==> src/rtl/wb_pkg.sv <==
// ---------------------------------------------------------------------------
// wb_pkg
//   Shared definitions for the write-back select stage.
//   - wb_sel_e  : source-select encodings for the write-back mux.
//   - wb_beat_t : one write-back beat (data, rd, qualified we, sel_err) at the
//                 default 32-bit datapath width.
//   - wb_qual_we: x0 write suppression helper.
// ---------------------------------------------------------------------------
package wb_pkg;

  localparam int unsigned WB_XLEN  = 32;
  localparam int unsigned WB_SEL_W = 3;

  typedef enum logic [WB_SEL_W-1:0] {
    WB_SEL_ALU   = 3'd0,
    WB_SEL_LOAD  = 3'd1,
    WB_SEL_PC4   = 3'd2,
    WB_SEL_PCIMM = 3'd3,
    WB_SEL_IMM   = 3'd4
  } wb_sel_e;

  typedef struct packed {
    logic [WB_XLEN-1:0] data;
    logic [4:0]         rd;
    logic               we;
    logic               sel_err;
  } wb_beat_t;

  // Writes to x0 are dropped but the beat itself still flows downstream.
  function automatic logic wb_qual_we(input logic we, input logic [4:0] rd);
    return we & (rd != 5'd0);
  endfunction

endpackage

==> src/rtl/wb_skid_buffer.sv <==
// ---------------------------------------------------------------------------
// wb_skid_buffer
//   Generic valid/ready register stage for a beat of type beat_t.
//   Configuration macro: WB_SKID_EN
//     defined   : 2-entry skid buffer, in_ready is a register output
//                 (= skid entry empty); one extra beat is absorbed when
//                 out_ready falls.
//     undefined : single output register, in_ready = ~out_valid | out_ready.
//   flush invalidates every held beat and discards the beat on the input.
// Ports
//   clk, rst_n          clock, asynchronous active-low reset
//   flush               synchronous flush (priority over accept/transfer)
//   in_valid/in_ready   upstream handshake, in_beat payload
//   out_valid/out_ready downstream handshake, out_beat payload
// ---------------------------------------------------------------------------
module wb_skid_buffer
  import wb_pkg::*;
#(
  parameter type beat_t = wb_beat_t
) (
  input  logic  clk,
  input  logic  rst_n,
  input  logic  flush,
  input  logic  in_valid,
  output logic  in_ready,
  input  beat_t in_beat,
  output logic  out_valid,
  input  logic  out_ready,
  output beat_t out_beat
);

  beat_t out_beat_q, out_beat_d;
  logic  out_valid_q, out_valid_d;

`ifdef WB_SKID_EN
  beat_t skid_beat_q, skid_beat_d;
  logic  skid_valid_q, skid_valid_d;
  logic  accept;
  logic  out_free;

  assign in_ready = ~skid_valid_q;
  assign accept   = in_valid & in_ready;
  // Output slot is either empty or emptying at this edge.
  assign out_free = ~out_valid_q | out_ready;

  always_comb begin
    out_beat_d   = out_beat_q;
    out_valid_d  = out_valid_q;
    skid_beat_d  = skid_beat_q;
    skid_valid_d = skid_valid_q;
    if (flush) begin
      out_valid_d  = 1'b0;
      skid_valid_d = 1'b0;
    end else if (out_free) begin
      // A full skid entry blocks accept, so only one source can feed out.
      if (skid_valid_q) begin
        out_beat_d   = skid_beat_q;
        out_valid_d  = 1'b1;
        skid_valid_d = 1'b0;
      end else begin
        out_valid_d = accept;
        if (accept) out_beat_d = in_beat;
      end
    end else if (accept) begin
      skid_beat_d  = in_beat;
      skid_valid_d = 1'b1;
    end
  end

  always_ff @(posedge clk or negedge rst_n) begin
    if (!rst_n) begin
      skid_beat_q  <= '0;
      skid_valid_q <= 1'b0;
    end else begin
      skid_beat_q  <= skid_beat_d;
      skid_valid_q <= skid_valid_d;
    end
  end
`else
  assign in_ready = ~out_valid_q | out_ready;

  always_comb begin
    out_beat_d  = out_beat_q;
    out_valid_d = out_valid_q;
    if (flush) begin
      out_valid_d = 1'b0;
    end else if (in_ready) begin
      out_valid_d = in_valid;
      if (in_valid) out_beat_d = in_beat;
    end
  end
`endif

  always_ff @(posedge clk or negedge rst_n) begin
    if (!rst_n) begin
      out_beat_q  <= '0;
      out_valid_q <= 1'b0;
    end else begin
      out_beat_q  <= out_beat_d;
      out_valid_q <= out_valid_d;
    end
  end

  assign out_valid = out_valid_q;
  assign out_beat  = out_beat_q;

endmodule

==> src/rtl/wb_select_stage.sv <==
// ---------------------------------------------------------------------------
// wb_select_stage
//   Registered write-back select stage between MEM and the register file.
//   Selects one of NUM_SRC packed sources, qualifies the write enable against
//   x0, flags illegal selects, and registers the beat through wb_skid_buffer.
//   Also counts beats retired downstream.
//   Configuration macro: WB_SKID_EN (see wb_skid_buffer) selects a 2-entry
//   skid buffer instead of a single output register.
// Ports
//   clk, rst_n           clock, asynchronous active-low reset
//   flush                synchronous pipeline flush
//   in_valid/in_ready    upstream handshake
//   in_data              NUM_SRC*XLEN packed sources, source k at [k*XLEN +: XLEN]
//   in_sel/in_rd/in_we   source index, destination register, write request
//   out_valid/out_ready  downstream handshake
//   out_data/out_rd/out_we  selected result, destination, qualified write enable
//   sel_err              beat at output had in_sel >= NUM_SRC
//   retire_cnt           beats transferred downstream, wraps modulo 2**CNT_W
// ---------------------------------------------------------------------------
module wb_select_stage
  import wb_pkg::*;
#(
  parameter int unsigned XLEN    = 32,
  parameter int unsigned NUM_SRC = 5,
  parameter int unsigned SEL_W   = 3,
  parameter int unsigned CNT_W   = 32
) (
  input  logic                    clk,
  input  logic                    rst_n,
  input  logic                    flush,
  input  logic                    in_valid,
  output logic                    in_ready,
  input  logic [NUM_SRC*XLEN-1:0] in_data,
  input  logic [SEL_W-1:0]        in_sel,
  input  logic [4:0]              in_rd,
  input  logic                    in_we,
  output logic                    out_valid,
  input  logic                    out_ready,
  output logic [XLEN-1:0]         out_data,
  output logic [4:0]              out_rd,
  output logic                    out_we,
  output logic                    sel_err,
  output logic [CNT_W-1:0]        retire_cnt
);

  typedef struct packed {
    logic [XLEN-1:0] data;
    logic [4:0]      rd;
    logic            we;
    logic            sel_err;
  } stage_beat_t;

  logic [31:0]     sel_ext;
  logic [XLEN-1:0] sel_data;
  logic            sel_bad;
  stage_beat_t     in_beat;
  stage_beat_t     out_beat;
  logic            xfer;
  logic [CNT_W-1:0] retire_cnt_q, retire_cnt_d;

  assign sel_ext = 32'(in_sel);
  assign sel_bad = (sel_ext >= NUM_SRC);

  // Illegal selects fall through to zero data.
  always_comb begin
    sel_data = '0;
    for (int k = 0; k < NUM_SRC; k++) begin
      if (sel_ext == k) sel_data = in_data[k*XLEN +: XLEN];
    end
  end

  always_comb begin
    in_beat         = '0;
    in_beat.data    = sel_data;
    in_beat.rd      = in_rd;
    in_beat.we      = wb_qual_we(in_we, in_rd);
    in_beat.sel_err = sel_bad;
  end

  wb_skid_buffer #(
    .beat_t (stage_beat_t)
  ) u_buf (
    .clk       (clk),
    .rst_n     (rst_n),
    .flush     (flush),
    .in_valid  (in_valid),
    .in_ready  (in_ready),
    .in_beat   (in_beat),
    .out_valid (out_valid),
    .out_ready (out_ready),
    .out_beat  (out_beat)
  );

  // A beat leaving in the flush cycle is killed, so it is not retired.
  assign xfer         = out_valid & out_ready & ~flush;
  assign retire_cnt_d = xfer ? retire_cnt_q + CNT_W'(1) : retire_cnt_q;

  always_ff @(posedge clk or negedge rst_n) begin
    if (!rst_n) retire_cnt_q <= '0;
    else        retire_cnt_q <= retire_cnt_d;
  end

  assign out_data   = out_beat.data;
  assign out_rd     = out_beat.rd;
  assign out_we     = out_beat.we;
  assign sel_err    = out_beat.sel_err;
  assign retire_cnt = retire_cnt_q;

endmodule
==> config.mk <==
export PLATFORM = sky130hd
export DESIGN_NAME = wb_select_stage
export DESIGN_NICKNAME = d
export VERILOG_FILES = /design/src/rtl/wb_pkg.sv /design/src/rtl/wb_skid_buffer.sv /design/src/rtl/wb_select_stage.sv
export SDC_FILE = /design/constraint.sdc
export NUM_CORES = 1
export LEC_CHECK = 0
export CAP_MARGIN = 20
export CELL_PAD_IN_SITES_DETAIL_PLACEMENT = 1
export CELL_PAD_IN_SITES_GLOBAL_PLACEMENT = 2
export CORE_MARGIN = 1.5
export CORE_UTILIZATION = 22
export DETAILED_ROUTE_END_ITERATION = 16
export GPL_ROUTABILITY_DRIVEN = 0
export PLACE_DENSITY = 0.93
export SETUP_SLACK_MARGIN = 0.4
export SYNTH_ARGS = -nofsm -noshare
export SYNTH_HDL_FRONTEND = slang
export SYNTH_SLANG_ARGS = --single-unit
==> constraint.sdc <==
create_clock -name clk -period 1.8 [get_ports clk]
set_input_delay 0.54 -clock clk [delete_from_list [all_inputs] [get_ports clk]]
set_output_delay 0.54 -clock clk [all_outputs]
set_load 0.05 [all_outputs]
==> run metrics, run 1 <==
vias per cell=4.99; drt first pass iters=4; EDFF count, synth=0; vias=4,844; syn avg cell area=11.3 µm²; worst min path class=primary input to async pin; Max-slew headroom=66.7%; worst path cell trace=nand4_1, nor4_4, buf_4, buf_12, nand4_1, xnor2_1; status=complete, but fails checks; fin crit share=106%; Setup crit start kind=flop; Setup WS post-layout=-0.102 ns; Syn Nets=548; CP delay by family, top=simple AND/OR/NAND/NOR gates; failing checks=negative setup slack; Netlist cell types=43; Setup violations, final=3; Data required, critical path=2.03 ns; P per Cell Area=729 nW/µm²; drt total wl=22.0 mm; Clock transition at path regs=0.07 ns; row cnt=50; share of cells above drive strength 1=50.7%; worst vdd ir=0.994 mV; Avg WL per Cell=22.7 µm; Fmax=526 MHz; Leakage=3.97 nW; initial antenna violation count=2; Worst-Margin Slew=0.499 ns; # clock sinks=72; die height=142 µm; CTS Buffer Depth=2; top post-synthesis cells by area=dfrtp_1 (43%), a22oi_1 (7.5%), mux2_2 (7.2%); Mapped Area=4230 µm²; RSZ-0062 raised after global routing=yes; max_cap viols=0; Starting Density=22.5%; share of the synthesized area in the top cell type=42.6%; Synth top cells by count=dfrtp_1 (72), a22oi_1 (42), mux2_2 (27); DRC Markers=0; Place WS=-0.787 ns; clk_lat worst skew=0.34 ns; io pins=247; synth-to-layout area growth=126%; post-layout min period=1.90 ns; dpl hpwl=13.3 mm; WP buf/inv=2; global-route wire length before repair=32.1 mm; Root Driver=clkbuf_16; post-synthesis cell count=373; Post-synth ARST share=100%; die area=20,100 µm²; ys flop type=dfrtp_1; count leader, synth=dfrtp_1; GRT Overall Usage=21.1%; # port buffers=246; Detailed Route Iter0 Violations=154; CP most frequent cell=nand4_1; WS Path Type=flop to flop; chip width=142 µm; slowest stage delay, CP=0.43 ns; top cell type by total area after synthesis=dfrtp_1; clock skew=0.0135 ns; Layout Nets=904; largest net degree at the start of global routing=73; Seq cells post-synth=72; vias in the first global route=5,705; slowest stage cell, crit path=dfrtp_2; Routed Antenna Nets=0; Seq/Total Area, Yosys=42.6%; H-tree levels=3; gr ovfl total=0; total negative slack=-0.156 ns; max-slew violation count=0; crit path DAT=2.13 ns; clock buffer count from CTS=9; CTS tree=yes; Core Area=18,800 µm²; final hold vios=0; Synthesis Warnings=0; CP max FO=6; fill count=1,908; Worst setup EP type=flop
through the flow:
step | power (mW) | area, µm² | hold WS (ns) | utilization (%) | cells
6_report | 6.98 | 9570 | 0.218 | 51.0 | 970
5_1_grt | 7.26 | 9570 | 0.234 | 51.0 | 970
4_1_cts | 6.74 | 9110 | 0.227 | 48.5 | 934
3_5_place_dp | 4.55 | 7720 | 0.485 | 41.1 | 854
3_3_place_gp | 4.46 | 7720 | 0.478 | 41.1 | 854
2_1_floorplan | 3.20 | 4400 | 0.244 | - | 373
area by class of cell:
class	count	area [µm²]	area share, %
diodes	2	5.00	0.0523
flip-flops and latches	72	1840	19.2
clock inverters	6	45.0	0.471
clock buffers	10	229	2.39
repair buffers	377	4380	45.8
multi-input cells	265	2760	28.8
well taps	234	293	3.06
inverters	4	18.8	0.196
kinds of logic (layout without fill, tap and decap cells):
kind of cell / after synthesis / after routing / share of synthesized area [%]
adders and majority gates: 1 / 1 / 0.296
xor gates and xnor gates: 31 / 31 / 6.42
DFF: 72 / 72 / 42.6
and+or+nand+nor: 81 / 82 / 12.1
other: 0 / 2 / 0
muxes: 38 / 38 / 12.7
AOI/OAI and AO/OA: 113 / 113 / 20.3
buffers and inverters: 37 / 397 / 5.59
path summary, 6_finish.rpt:
kind | start | endpoint | slack [ns] | depth (start not counted)
min in group clk | retire_cnt[8] | retire_cnt[8] | 0.52 | 1
worst min-delay path | rst_n | retire_cnt[11] | 0.22 | 2
worst max-delay path | retire_cnt[1] | retire_cnt[15] | -0.10 | 6
max in group asynchronous | rst_n | u_buf.out_beat[7] | 1.23 | 2
worst min register to register | retire_cnt[8] | retire_cnt[8] | 0.52 | 1
worst max register to register | retire_cnt[1] | retire_cnt[15] | -0.10 | 6
cell usage in the layout (no fill, tap or decap), types with 4 or more instances in the layout:
master	instances
mux4_2	9
nand3_4	9
clkdlybuf4s50_1	161
o21a_1	23
o221ai_2	21
xor2_1	6
xnor2_1	15
nor2_1	11
a31oi_1	8
buf_4	85
nor2b_1	8
dfrtp_1	42
dfrtp_2	30
buf_12	62
buf_16	7
dlygate4sd2_1	7
mux2_4	9
and3_1	4
a22oi_1	41
clkinvlp_4	4
clkbuf_16	10
buf_8	4
a21oi_1	5
mux2_2	20
xnor2_2	10
buf_6	47
nand4_1	11
a22oi_2	5
flip-flops by register name (all words and copies together) (netlist names):
| register | count |
|---|---|
| retire_cnt | 32 |
| u_buf.out_beat | 39 |
| u_buf.out_valid | 1 |
metal layers:
metal  wire [µm]  up-vias  GRT usage (%)  share of wire, %
li1            -     2164              -                 -
met1        8120     2399           22.5                37
met2       11800      219           38.1                53
met3        1220       62           4.96               5.5
met4         947        0           11.9               4.3
met5           0        -              0                 0
power by group:
part	switching, mW	leakage [nW]	total (mW)	internal [mW]
logic	1.49	2.98	3.22	1.74
clock network	0.772	0.125	1.71	0.939
registers	0.224	0.856	2.05	1.82
total	2.48	3.97	6.98	4.50
what timing repair did:
item / CTS / global route
pin swaps: 39 / 20
buffers inserted: 54 / 34
setup endpoints to repair: 142 / 142
gates cloned: 10 / 0
resized for setup: 126 / 39
hold buffers: 0 / 0
Power figures use the tool's default switching activity.
==> run 2, diff against run 1 <==
--- a/config.mk
+++ b/config.mk
@@ -8,6 +8,7 @@
 export CAP_MARGIN = 20
 export CELL_PAD_IN_SITES_DETAIL_PLACEMENT = 1
 export CELL_PAD_IN_SITES_GLOBAL_PLACEMENT = 2
+export CORE_ASPECT_RATIO = 0.75
 export CORE_MARGIN = 1.5
 export CORE_UTILIZATION = 22
 export DETAILED_ROUTE_END_ITERATION = 16
==> constraint.sdc (replaced) <==
create_clock -name clk -period 1.9 [get_ports clk]
set_input_delay 0.57 -clock clk [delete_from_list [all_inputs] [get_ports clk]]
set_output_delay 0.57 -clock clk [all_outputs]
set_load 0.05 [all_outputs]
==> run 2 against run 1 <==
Against the previous run:
- the flow now finishes without violations
- count of clock-buffer cells in the layout up 1
- design area down 4.5%
- cell count down 0.82%
- clock skew down 0.0059 ns
- hold slack better by 0.035 ns
- die area about the same
- combinational power down 19%
- sequential power down 7%
- largest power group unchanged
==> run metrics, run 2 (synthesized netlist as in run 1, its figures left out) <==
P per Cell Area=694 nW/µm² (was 729 nW/µm²); slowest stage cell, crit path=dfrtp_2 (unchanged); H-tree levels=3 (unchanged); vias in the first global route=5,188 (was 5,705); slowest stage delay, CP=0.40 ns (was 0.43 ns); # clock sinks=72 (unchanged); WS Path Type=flop to output port (was flop to flop); die height=123 µm (was 142 µm); Detailed Route Iter0 Violations=106 (was 154); global-route wire length before repair=29.1 mm (was 32.1 mm); final hold vios=0 (unchanged); max_cap viols=0 (unchanged); max FFs per register=39 (unchanged); drt total wl=19.5 mm (was 22.0 mm); Reg-to-Reg End=u_buf.out_beat[6] (was retire_cnt[15]); io pins=247 (unchanged); clock buffer count from CTS=9 (unchanged); vias per cell=4.83 (was 4.99); Worst-Margin Slew=0.484 ns (was 0.499 ns); post-layout min period=1.83 ns; Data required, critical path=1.33 ns (was 2.03 ns); status=finished, final reports clean (was complete, but fails checks); CP max FO=2 (was 6); crit path DAT=1.26 ns (was 2.13 ns); Clock transition at path regs=0.06 ns (was 0.07 ns); CP delay by family, top=flip-flops (was simple AND/OR/NAND/NOR gates); gr ovfl total=0 (unchanged); Leakage=3.81 nW (was 3.97 nW); Setup crit start kind=flop (unchanged); worst min path class=primary input to async pin (unchanged); RSZ-0062 raised after global routing=yes (unchanged); total negative slack=0 ns (was -0.156 ns); cells on worst reg2reg path=6 (unchanged); fin crit share=96.4%; vias=4,648 (was 4,844); n_diodes=0 (was 2); Layout Nets=885 (was 904); clock share of power=28.5% (was 24.5%); # port buffers=246 (unchanged); dpl hpwl=12.7 mm (was 13.3 mm); CTS Buffer Depth=2 (unchanged); Routed Antenna Nets=0 (unchanged); CTS tree=yes (unchanged); GRT Overall Usage=19.0% (was 21.1%); largest net degree at the start of global routing=73 (unchanged); commonest non-fill, non-tap cell in the layout=clkdlybuf4s50_1 (unchanged); Setup violations, final=0 (was 3); share of cells above drive strength 1=49.2% (was 50.7%); Comb pwr share=41.3% (was 46.2%); chip width=163 µm (was 142 µm); worst path cell trace=and2b_2, buf_6, clkinvlp_4, buf_12 (was nand4_1, nor4_4, buf_4, buf_12, nand4_1, xnor2_1); sequential power share=30.2% (was 29.3%); crit path to=in_ready (was retire_cnt[15]); switching pwr=2.15 mW (was 2.48 mW); clk_lat worst skew=0.33 ns (was 0.34 ns); Min Hold Slack=0.253 ns (was 0.218 ns); Critical R2R Launch=u_buf.out_valid (was retire_cnt[1]); most frequent cells in the layout=clkdlybuf4s50_1 (163), buf_4 (75), buf_6 (71) (was clkdlybuf4s50_1 (161), buf_4 (85), buf_12 (62)); Fmax=546 MHz; clock skew=0.00765 ns (was 0.0135 ns); row cnt=43 (was 50); die area=20,100 µm² (about the same); Int Pwr=4.19 mW (was 4.50 mW); Switching Fraction=33.9% (was 35.6%); max-slew violation count=0 (unchanged); cts hold-fix bufs=0 (unchanged); Max-slew headroom=67.8% (was 66.7%); Core Area=18,700 µm² (was 18,800 µm²); Root Driver=clkbuf_16 (unchanged); initial antenna violation count=0 (was 2); CP startpoint=u_buf.out_valid (was retire_cnt[1]); DRC Markers=0 (unchanged); Total Power=6.34 mW (was 6.98 mW); WP buf/inv=3 (was 2); worst vdd ir=0.844 mV (was 0.994 mV); Avg WL per Cell=20.3 µm (was 22.7 µm); critical path depth=4 (was 6); Starting Density=22.7% (was 22.5%); R2R Setup Slk=0.16 ns (was -0.10 ns); synth-to-layout area growth=116% (was 126%); drt first pass iters=4 (unchanged); Worst setup EP type=output port (was flop)
[run 2: cell types whose count changed in the layout (fill, tap and decap cells not counted), moves of 3 or more]
cell           delta
buf_12           -37
buf_8             +4
a22oi_1           -3
dfrtp_1           +3
dlygate4sd2_1     -3
buf_6            +24
a22oi_2           +3
buf_4            -10
dfrtp_2           -3
nor2_1            +3
[run 2: layout make-up]
type	count	area, µm²
Clock buffer	11	233
Multi-Input combinational cell	264	2740
Sequential cell	72	1840
Timing Repair Buffer	359	3930
Tap cell	247	309
Fill cell	1909	9530
Inverter	4	18.8
Clock inverter	5	81.3
[run 2: power by group through the flow]
stage / clock [mW] / sequential [mW] / combinational (mW)
global route: 1.93 / 1.93 / 2.75
detailed placement: 0 / 1.94 / 2.13
CTS: 1.87 / 1.90 / 2.52
floorplan: 0 / 2.54 / 0.492
finish: 1.81 / 1.91 / 2.62
global placement: 0 / 1.93 / 2.09
[run 2: timing repair]
| action | CTS | global route |
|---|---|---|
| endpoints found under the setup margin | 117 | 123 |
| gates resized for setup | 129 | 67 |
| cloned | 10 | 1 |
| setup buffers | 41 | 25 |
| pin swaps | 20 | 31 |
[run 2: worst min-delay path by stage]
stage	from	endpoint	slack, ns	cells after the start
2_1_floorplan	rst_n	retire_cnt[0]	0.27	0
3_3_place_gp	retire_cnt[31]	retire_cnt[31]	0.46	1
3_5_place_dp	retire_cnt[31]	retire_cnt[31]	0.47	1
4_1_cts	rst_n	retire_cnt[22]	0.26	2
5_1_grt	rst_n	retire_cnt[22]	0.26	2
6_report	rst_n	retire_cnt[22]	0.25	2
[run 2: metal layers]
| layer | wire length, µm | vias up | global-route usage [%] | part of all wire [%] |
|---|---|---|---|---|
| met2 | 9970 | 165 | 34.3 | 51 |
| met5 | 0 | - | 0 | 0 |
| li1 | - | 2120 | - | - |
| met1 | 8240 | 2333 | 22.9 | 42 |
| met4 | 404 | 0 | 5.28 | 2.1 |
| met3 | 897 | 30 | 4.23 | 4.6 |
[run 2: stage by stage]
stage	cell area, µm²	worst slack (ns)	cells	utilization, %
finish	9140	0.0675	962	49.0
global placement	7270	-0.306	869	38.9
detailed placement	7270	-0.473	869	38.9
CTS	8630	0.0683	936	46.2
global route	9140	0.0171	962	49.0
floorplan	4400	0.166	373	-
==> run 3, diff against run 2 <==
--- a/config.mk
+++ b/config.mk
@@ -13,7 +13,8 @@
 export CORE_UTILIZATION = 22
 export DETAILED_ROUTE_END_ITERATION = 16
 export GPL_ROUTABILITY_DRIVEN = 0
-export PLACE_DENSITY = 0.93
+export GPL_TIMING_DRIVEN = 0
+export PLACE_DENSITY = 0.9
 export SETUP_SLACK_MARGIN = 0.4
 export SYNTH_ARGS = -nofsm -noshare
 export SYNTH_HDL_FRONTEND = slang
==> run 3 against run 2 <==
Against the previous run:
- fmax increased by 3.3%
- register-to-register slack about the same
- non-clock buffer count increased by 7
- critical path depth unchanged
- utilization decreased by 0.83 points
- count of clock-buffer cells in the layout decreased by 1
- clock skew increased by 0.0024 ns
- global-route usage increased by 0.55 points
- critical endpoint unchanged
==> run metrics, run 3 (synthesized netlist as in run 1, its figures left out) <==
Final Cell Area=8980 µm² (was 9140 µm²); Worst-Margin Slew=0.510 ns (was 0.484 ns); met1 GRT Util=24.3% (was 22.9%); Comb pwr share=40.0% (was 41.3%); clock share of power=30.5% (was 28.5%); vias per cell=4.83 (about the same); CTS Buffer Depth=2 (unchanged); clk_lat worst skew=0.33 ns (about the same); post-layout min period=1.77 ns (was 1.83 ns); chip width=163 µm (unchanged); RSZ-0062 raised after global routing=yes (unchanged); dpl hpwl=14.1 mm (was 12.7 mm); Layout Cells excl Fill=969 (was 962); max-slew violation count=0 (unchanged); die height=123 µm (unchanged); row cnt=43 (unchanged); Fmax=564 MHz (was 546 MHz); cells on worst reg2reg path=7 (was 6); share of cells above drive strength 1=49.7% (was 49.2%); Avg WL per Cell=20.8 µm (was 20.3 µm); Min Hold Slack=0.196 ns (was 0.253 ns); Post-DP Area=7170 µm² (was 7270 µm²); Setup WS post-layout=0.125 ns (was 0.0675 ns); # port buffers=244 (was 246); H-tree levels=3 (unchanged); Data required, critical path=1.33 ns (about the same); Max-slew headroom=66.0% (was 67.8%); drt first pass iters=4 (unchanged); DP Cell Count=865 (was 869); vias=4,680 (was 4,648); largest net degree at the start of global routing=39 (was 73); most frequent cells in the layout=clkdlybuf4s50_1 (139), buf_6 (90), buf_4 (67) (was clkdlybuf4s50_1 (163), buf_4 (75), buf_6 (71)); initial antenna violation count=0 (unchanged); Layout Nets=892 (was 885); Switching Fraction=34.2% (was 33.9%); worst vdd ir=0.756 mV (was 0.844 mV); share of the core filled with cells=48.1% (was 49.0%); Core Area=18,700 µm² (unchanged); Worst setup EP type=output port (unchanged); fin crit share=93.4% (was 96.4%); total negative slack=0 ns (unchanged); GRT Overall Usage=19.6% (was 19.0%); switching pwr=2.24 mW (was 2.15 mW); met3 Usage GRT=5.54% (was 4.23%); Place WS=-1.01 ns (was -0.473 ns); global-route wire length before repair=29.6 mm (was 29.1 mm); clock buffer count from CTS=9 (unchanged); synth-to-layout area growth=112% (was 116%); area of the multi-input gates=2720 µm² (was 2740 µm²); final hold vios=0 (unchanged); Setup crit start kind=primary input (was flop); P per Cell Area=729 nW/µm² (was 694 nW/µm²); Leakage=3.85 nW (was 3.81 nW); max_cap viols=0 (unchanged); Int Pwr=4.31 mW (was 4.19 mW); # clock sinks=72 (unchanged); CTS tree=yes (unchanged); Total Power=6.55 mW (was 6.34 mW); worst min path class=primary input to async pin (unchanged); Root Driver=clkbuf_16 (unchanged); Routed Antenna Nets=0 (unchanged); Setup violations, final=0 (unchanged); vias in the first global route=5,114 (was 5,188); clock skew=0.0101 ns (was 0.00765 ns); io pins=247 (unchanged); Detailed Route Iter0 Violations=215 (was 106); Starting Density=22.7% (unchanged); WS Path Type=primary input to output port (was flop to output port); status=finished, final reports clean (unchanged); FF+latch area=1840 µm² (about the same); crit path DAT=1.20 ns (was 1.26 ns); DRC Markers=0 (unchanged); Clock transition at path regs=0.07 ns (was 0.06 ns); CP max FO=3 (was 2); commonest non-fill, non-tap cell in the layout=clkdlybuf4s50_1 (unchanged); n_diodes=0 (unchanged); gr ovfl total=0 (unchanged); max FFs per register=39 (unchanged); global route hottest layer=met2 (unchanged); fill count=1,939 (was 1,909); sequential power share=29.5% (was 30.2%); drt total wl=20.2 mm (was 19.5 mm); die area=20,100 µm² (unchanged); met2 Use GR=33.7% (was 34.3%)
[run 3: power by group through the flow]
| stage | sequential, mW | clock [mW] | combinational [mW] |
|---|---|---|---|
| finish | 1.93 | 2.00 | 2.62 |
| global route | 1.95 | 2.11 | 2.76 |
| floorplan | 2.54 | 0 | 0.492 |
| detailed placement | 1.91 | 0 | 2.09 |
| global placement | 1.90 | 0 | 2.05 |
| CTS | 1.91 | 2.05 | 2.32 |
[run 3: worst paths after layout]
kind | startpoint | end | slack [ns]
worst max-delay path | out_ready | in_ready | 0.13
worst min-delay path | rst_n | u_buf.out_valid | 0.20
worst max register to register | u_buf.out_valid | u_buf.out_beat[12] | 0.16
worst min register to register | u_buf.out_beat[9] | u_buf.out_beat[9] | 0.49
max in group asynchronous | rst_n | retire_cnt[12] | 1.09
min in group clk | u_buf.out_beat[9] | u_buf.out_beat[9] | 0.49
[run 3: metal layers]
| metal | routed length (µm) | part of all wire, % |
|---|---|---|
| met1 | 8590 | 43 |
| met2 | 9980 | 49 |
| met3 | 1260 | 6.3 |
| met4 | 329 | 1.6 |
| met5 | 0 | 0 |
[run 3: cell type report]
class | count | share of cell area (%)
sequential | 72 | 20.5
clock inverter | 6 | 1.21
multi-input combinational | 264 | 30.2
tap | 247 | 3.44
buffer | 33 | 3.93
inverter | 4 | 0.209
timing repair buffer | 333 | 38.0
clock buffer | 10 | 2.55
[run 3: timing repair]
action	CTS	global route
hold buffers	0	0
pin swaps	43	13
setup endpoints to repair	138	120
cloned	9	0
setup buffers	36	43
gates resized for setup	630	77
[run 3: worst max-delay path: stages]
cell and delay [ns]:
buf_6 0.11, and2b_2 0.26, clkinvlp_4 0.11, buf_8 0.15
